File: config.mk
export PLATFORM = sky130hd
export DESIGN_NAME = chopper_gate_driver
export DESIGN_NICKNAME = d
export VERILOG_FILES = /design/src/rtl/chopper_gate_driver.sv
export SDC_FILE = /design/constraint.sdc
export NUM_CORES = 1
export LEC_CHECK = 0
export CAP_MARGIN = 20
export CORE_ASPECT_RATIO = 1.5
export CORE_UTILIZATION = 55
export CTS_CLUSTER_DIAMETER = 200
export DETAILED_ROUTE_END_ITERATION = 8
export GPL_TIMING_DRIVEN = 0
export PLACE_DENSITY = 0.85
export SLEW_MARGIN = 10
export SYNTH_ARGS = -nofsm -noshare
export SYNTH_HDL_FRONTEND = slang
export SYNTH_SLANG_ARGS = --single-unit
File: constraint.sdc
create_clock -name clk_clk -period 7.71 [get_ports clk_clk]
set_clock_uncertainty 0.05 [all_clocks]
set_input_delay 2.313 -clock clk_clk [delete_from_list [all_inputs] [get_ports clk_clk]]
set_output_delay 2.313 -clock clk_clk [all_outputs]
set_load 0.1 [all_outputs]
File: src/rtl/chopper_gate_driver.sv
// rtl/chopper_gate_driver.sv - dead-time insertion and latched-fault gate driver for one H-bridge
// Two independent legs (index 0 = A, 1 = B) share the dead-time register and the fault latch.
module chopper_gate_driver #(
  parameter int DT_WIDTH   = 8,
  parameter int DT_DEFAULT = 50
) (
  input  logic                clk_clk,
  input  logic                reset_reset,
  input  logic                pwm_a_pwm,
  input  logic                pwm_b_pwm,
  input  logic                pwm_secure,
  input  logic                fault_clear,
  input  logic [DT_WIDTH-1:0] dt_cycles,
  output logic                gate_a_hi,
  output logic                gate_a_lo,
  output logic                gate_b_hi,
  output logic                gate_b_lo,
  output logic                fault_latched,
  output logic [1:0]          leg_a_state,
  output logic [1:0]          leg_b_state
);

  typedef enum logic [1:0] {
    ST_BLANK = 2'b00,
    ST_HI    = 2'b01,
    ST_LO    = 2'b10
  } leg_state_t;

  localparam logic [DT_WIDTH-1:0] C_ONE    = DT_WIDTH'(1);
  localparam logic [DT_WIDTH-1:0] C_MAX    = '1;
  localparam logic [DT_WIDTH-1:0] C_DT_DEF = (DT_DEFAULT == 0) ? C_ONE : DT_WIDTH'(DT_DEFAULT);

  logic [1:0]          r_sync_a, r_sync_b, r_sync_sec, r_rdy;
  logic                r_fault;
  logic [DT_WIDTH-1:0] r_dt_q;
  leg_state_t          r_state [2];
  logic [DT_WIDTH-1:0] r_cnt   [2];
  logic [1:0]          r_gate_hi, r_gate_lo;

  logic [1:0]          w_cmd;
  logic                w_sec, w_force;
  logic [DT_WIDTH-1:0] w_dt_eff;
  leg_state_t          w_state_nxt [2];
  logic [DT_WIDTH-1:0] w_cnt_nxt   [2];

  assign w_cmd = {r_sync_b[1], r_sync_a[1]};
  assign w_sec = r_sync_sec[1];

  always_comb begin
    w_dt_eff = (dt_cycles == '0) ? C_DT_DEF : dt_cycles;
  end

  // r_rdy keeps the legs parked until the command synchronisers hold valid data.
  always_comb begin
    w_force = r_fault | w_sec | ~r_rdy[1];
    for (int i = 0; i < 2; i++) begin
      w_state_nxt[i] = r_state[i];
      w_cnt_nxt[i]   = r_cnt[i];
      if (w_force) begin
        w_state_nxt[i] = ST_BLANK;
        w_cnt_nxt[i]   = '0;
      end else begin
        case (r_state[i])
          ST_BLANK: begin
            // >= rather than == so a dt_q shrunk mid-blank cannot strand the leg.
            if (r_cnt[i] >= r_dt_q - C_ONE) begin
              w_state_nxt[i] = w_cmd[i] ? ST_HI : ST_LO;
            end else if (r_cnt[i] != C_MAX) begin
              w_cnt_nxt[i] = r_cnt[i] + C_ONE;
            end
          end
          ST_HI: begin
            if (!w_cmd[i]) begin
              w_state_nxt[i] = ST_BLANK;
              w_cnt_nxt[i]   = '0;
            end
          end
          ST_LO: begin
            if (w_cmd[i]) begin
              w_state_nxt[i] = ST_BLANK;
              w_cnt_nxt[i]   = '0;
            end
          end
          default: begin
            w_state_nxt[i] = ST_BLANK;
            w_cnt_nxt[i]   = '0;
          end
        endcase
      end
    end
  end

  always_ff @(posedge clk_clk or posedge reset_reset) begin
    if (reset_reset) begin
      r_sync_a   <= '0;
      r_sync_b   <= '0;
      r_sync_sec <= '0;
      r_rdy      <= '0;
      r_fault    <= 1'b0;
      r_dt_q     <= C_DT_DEF;
      r_gate_hi  <= '0;
      r_gate_lo  <= '0;
      for (int i = 0; i < 2; i++) begin
        r_state[i] <= ST_BLANK;
        r_cnt[i]   <= '0;
      end
    end else begin
      r_sync_a   <= {r_sync_a[0], pwm_a_pwm};
      r_sync_b   <= {r_sync_b[0], pwm_b_pwm};
      r_sync_sec <= {r_sync_sec[0], pwm_secure};
      r_rdy      <= {r_rdy[0], 1'b1};
      if (w_sec) begin
        r_fault <= 1'b1;
      end else if (fault_clear) begin
        r_fault <= 1'b0;
      end
      if (r_state[0] == ST_BLANK && r_state[1] == ST_BLANK) begin
        r_dt_q <= w_dt_eff;
      end
      for (int i = 0; i < 2; i++) begin
        r_state[i]   <= w_state_nxt[i];
        r_cnt[i]     <= w_cnt_nxt[i];
        r_gate_hi[i] <= (w_state_nxt[i] == ST_HI);
        r_gate_lo[i] <= (w_state_nxt[i] == ST_LO);
      end
    end
  end

  assign gate_a_hi     = r_gate_hi[0];
  assign gate_a_lo     = r_gate_lo[0];
  assign gate_b_hi     = r_gate_hi[1];
  assign gate_b_lo     = r_gate_lo[1];
  assign fault_latched = r_fault;
  assign leg_a_state   = r_state[0];
  assign leg_b_state   = r_state[1];

endmodule
==> impl_results.md <==
- Postcts setup bufs: 0
- Clock Sink Count: 41
- Hold Crit Class: reg2reg
- Least-Margin Pin Slew: 968 ps
- FFs w/ async S/R, synth: 100%
- Synth unique cells: 53
- First-pass GRT wire length: 8000 microns
- Sequential share of the synthesized area: 43.7%
- DR iter-0 viols: 66
- Mapped Avg Cell Area: 9.81 sq um
- CTS tree: done
- Final hold vios: 0
- Port bufs: 22
- Crit path arrival time: 1990 ps
- #FFs+latches synth: 41
- Largest net degree at the start of global routing: 40
- Clock power frac: 33.6%
- Most frequent cells in the layout: dfrtp_1, clkdlybuf4s50_1, nor2_1
- Util after Layout: 68.1%
- Combinational power share: 10.8%
- Die Width: 55.4 microns
- Mux share of post-synthesis cell area: 3.61%
- Post-CTS sizing: 0
- Via count: 1903
- Layout area overhead: 16.5%
- Longest Clk Path Bufs: 2
- Post-synthesis simple-gate area fraction: 21.7%
- Die area: 4550 sq um
- Syn. warnings: 0
- Synth Cell Area: 2350 sq um
- Lkg Pwr: 1.19 nW
- DRT Wirelength: 4750 microns
- Final-stage net count: 297
- Slowest CP cell: clkdlybuf4s50_1
- Crit-path max FO: 7
- Pwr/cell area: 148 nW/um^2
- Most common cell after layout, fill and taps aside: dfrtp_1
- Vias per cell: 6.02
- Fin crit period: 4350 ps
- Leading register cell type out of synthesis: dfrtp_1
- Max_slew headroom: 35.3%
- Clk_lat worst skew: 290 ps
- Delay-heaviest family, CP: buffers and inverters
- Area share of fa/ha/maj cells after synthesis: 7.33%
- Xor/xnor share of the synthesized area: 2.55%
- Max rail drop VDD: 0.137 mV
- Worst path buffer plus inverter count: 1
- R2R Setup Slk: 4560 ps
- Max Fclk: 230 MHz
- Remaining Overflow, GRT: 0
- Sw Share: 25.3%
- Die height: 82.1 microns
- Final Wtd Congestion: 0.817
- CP startpoint kind: register
- Initial Util: 58.4%
- GRT Resource Usage Total: 22.4%
- I/O pin count: 23
- # DRC: 0
- # rows: 28
- Slowest stage delay, CP: 1190 ps
- Psw: 103 uW
- Antenna violations before repair: 0
- Final number of max-transition violations: 0
- Routed len/inst: 15.0 microns
- Setup crit end kind: primary output
- Syn Nets: 267
- Inserted Diodes: 0
- CTS Buf Count: 5
- CTS H-Tree Depth: 2
- Dpl hpwl: 3550 microns
- Seq pwr share: 55.6%
- Main combinational cell family by area after synthesis: simple AND/OR/NAND/NOR gates
- DRT Pass-1 Iters: 4
- Worst-path clk slew: 80 ps
- Setup violations, final: 0
- Post-CTS Hold Buffers: 0
- Synthesized instance count: 240
- Post-synth EDFFs: 0
- TNS Setup: 0 ps
- Compound-Gate Fraction of Synth Area: 17.7%
- Vias in the first global route: 1837
- Core region area: 4030 sq um
- Root buf cell: clkbuf_8
- Max-cap viol count: 0
- ANT nets after route: 0
- Status: finished clean
- RSZ-0062 raised after global routing: false
- CP cell instances: clkdlybuf4s50_1
- Int Pwr: 303 uW
- Worst path required time: 5350 ps
- Final Cycle Share: 56.5%
- Share of layout cells above drive strength 1: 11.4%
- Crit Path Category: reg2out
-- cell families (layout without fill, tap and decap cells) --
| logic type | Yosys count | in the layout |
|---|---|---|
| and+or+nand+nor | 94 | 94 |
| AOI/OAI and AO/OA | 56 | 56 |
| DFF | 41 | 41 |
| buffers and inverters | 20 | 51 |
| adders and majority gates | 14 | 14 |
| muxes | 8 | 8 |
| xor gates and xnor gates | 6 | 6 |
| other | 1 | 1 |
-- synth_stat cells (4+ instances only) --
cell type / number / area [sq um]
dfrtp_1: 38 / 951
nor2_1: 18 / 67.6
nand2_1: 16 / 60.1
inv_1: 15 / 56.3
ha_1: 13 / 163
nand3_1: 12 / 60.1
o21ai_0: 11 / 55.1
a21oi_1: 9 / 45.0
and3_1: 9 / 56.3
nand2b_1: 7 / 43.8
o21ai_1: 7 / 35.0
a21o_1: 4 / 30.0
clkbuf_1: 4 / 15.0
mux2_2: 4 / 45.0
mux2i_1: 4 / 40.0
o211ai_2: 4 / 50.1
or4_1: 4 / 30.0
xnor2_1: 4 / 35.0
-- final timing paths --
kind,endpoint,from,cells past startpoint
max in group asynchronous,r_dt_q[5],reset_reset,3
worst max register to register,r_cnt[2],r_dt_q[2],8
worst max-delay path,leg_b_state[0],leg_b_state[0],1
worst min-delay path,r_rdy[1],r_rdy[0],0
min in group asynchronous,r_rdy[0],reset_reset,2
worst min register to register,r_rdy[1],r_rdy[0],0
-- state kept, by name (all words and copies together), names as in the netlist --
register,count
r_cnt,16
r_sync_a,2
r_rdy,2
r_sync_b,2
fault_latched,1
leg_a_state,2
r_gate_lo,2
leg_b_state,2
r_dt_q,8
r_gate_hi,2
r_sync_sec,2
-- per-layer routing --
layer  GRT usage (%)  routed length, microns
met1            26.5                    1940
met2            41.1                    2620
met3            3.27                     118
met4            9.25                      69
met5               0                       0
-- final cells by class --
type                            count  area (sq um)
Sequential cell                    41          1030
Clock buffer                        5          68.8
Multi-Input combinational cell    179          1260
Timing Repair Buffer               23           240
Fill cell                         311          1280
Inverter                           15          56.3
Clock inverter                      3          17.5
Buffer                              5          18.8
Tap cell                           45          56.3
-- power by group through the flow --
stage          clock (mW)  combinational (mW)  sequential (mW)
4_1_cts             0.138              0.0442            0.225
3_3_place_gp            0              0.0411            0.229
5_1_grt             0.145              0.0488            0.226
3_5_place_dp            0              0.0438            0.229
6_report            0.136              0.0437            0.225
2_1_floorplan           0              0.0257            0.231
-- per-stage QoR --
step	power (mW)	instance area, sq um	std cells	setup WS, ps	hold slack, ps
5_1_grt	0.420	2740	316	3280	322
3_5_place_dp	0.273	2660	308	3670	292
4_1_cts	0.408	2740	316	3350	310
2_1_floorplan	0.257	2350	240	4350	281
6_report	0.406	2740	316	3360	307
3_3_place_gp	0.270	2630	307	3550	284
Power figures use the tool's default switching activity.
==> RTL edit (same settings) <==
The parameter `DT_WIDTH` goes from 8 to 10.
--- a/src/rtl/chopper_gate_driver.sv
+++ b/src/rtl/chopper_gate_driver.sv
@@ -1,7 +1,7 @@
 // rtl/chopper_gate_driver.sv - dead-time insertion and latched-fault gate driver for one H-bridge
 // Two independent legs (index 0 = A, 1 = B) share the dead-time register and the fault latch.
 module chopper_gate_driver #(
-  parameter int DT_WIDTH   = 8,
+  parameter int DT_WIDTH   = 10,
   parameter int DT_DEFAULT = 50
 ) (
   input  logic                clk_clk,
Ports: changed (resized dt_cycles); port bits go from 23 to 25. The function was not compared with the original's and may differ.
==> RTL edit against the original RTL <==
Combinational power increased by 1%; final area increased by 15%; sequential cell count increased by 6; die area increased by 15%; routed wire length increased by 17%; total power increased by 13%; maximum frequency increased by 0.80%; area after synthesis increased by 15%; setup slack improved by 0.034 ns; largest cell class unchanged; largest power group unchanged.
==> RTL edit: results (changes against the original RTL) <==
[layout]
fillCellCount = 367  ; +18%
largestRegisters = r_cnt: 20 flops, r_dt_q: 10 flops
multi_input_area_share_pct = 46.15  ; +0.37 points
final-nonclk-buf-share_pct = 9.564  ; +0.12 points
buffers = 31  ; +11%

[worst_hold_path]
min_from = r_sync_sec[0]$_DFF_PP0_
holdPathEnd = r_sync_sec[1]$_DFF_PP0_

[placement]
pre_cts_ws_ns = 3.509  ; -0.1584 ns
gp_congestion = 0.8208  ; +0.50%
dp_hpwl_um = 4186  ; +18%
placed_cell_area_um2 = 3054  ; +15%

[global_route]
grt_max_degree = 30  ; -25%
use_met3_pct = 4.727  ; +1.5 points
grt_use_met2_pct = 43.21  ; +2.1 points

[sta]
tightest_slew_ns = 0.9849  ; +0.01696 ns
hold_ws_ns = 0.3094  ; +0.002282 ns

[outcome]
status = finished, final reports clean

[power]
ir_worst_vdd_uv = 155.2  ; +13%
fin_total_pwr_mw = 0.4602  ; +13%
leakage_nw = 1.494  ; +25%

[clock_tree]
clkLatencyLatePin_ns = 0.31  ; +0.02 ns

[drt]
viasPerCell = 5.923  ; -1.6%
vias = 2150  ; +13%
drtIter0Drc = 187  ; +180%
drt_wl_total_um = 5533  ; +17%

[critical_path]
cp_data_arrival_time_ns = 1.96  ; -0.03 ns
reg2reg_slack_ns = 4.18  ; -0.38 ns
reg2regPathDepth = 15  ; +7

[synth]
ys_seq_area_share_pct = 43.48  ; -0.25 points
synth_cells = 266  ; +11%

[floorplan]
core_area_um2 = 4617  ; +15%

-- RTL edit: cell types whose count changed in the layout (fill, tap and decap cells not counted), sizes merged, moves of 4 or more --
| cell | before | now |
|---|---|---|
| o211ai | 6 | 2 |
| o21ai | 18 | 28 |
| inv | 15 | 10 |
| dfrtp | 38 | 44 |
| o21a | 1 | 6 |
| a41oi | 0 | 5 |
| nand2 | 16 | 11 |
| o211a | 0 | 9 |
| ha | 13 | 17 |
-- RTL edit: cell families (layout without fill, tap and decap cells) --
kind of cell	after synthesis	after routing	share of synthesized area (%)
AOI/OAI and AO/OA	83	83	21.53
xor gates and xnor gates	9	9	3.181
adders and majority gates	19	19	8.621
buffers and inverters	16	49	2.905
DFF	47	47	43.48
muxes	7	7	2.858
other	1	1	0.1382
and+or+nand+nor	84	84	17.29
-- RTL edit: metal layers --
layer | vias up | wire length (um)
li1 | 1053 | -
met4 | 0 | 109
met2 | 19 | 2989
met3 | 7 | 84
met5 | - | 0
met1 | 1071 | 2350
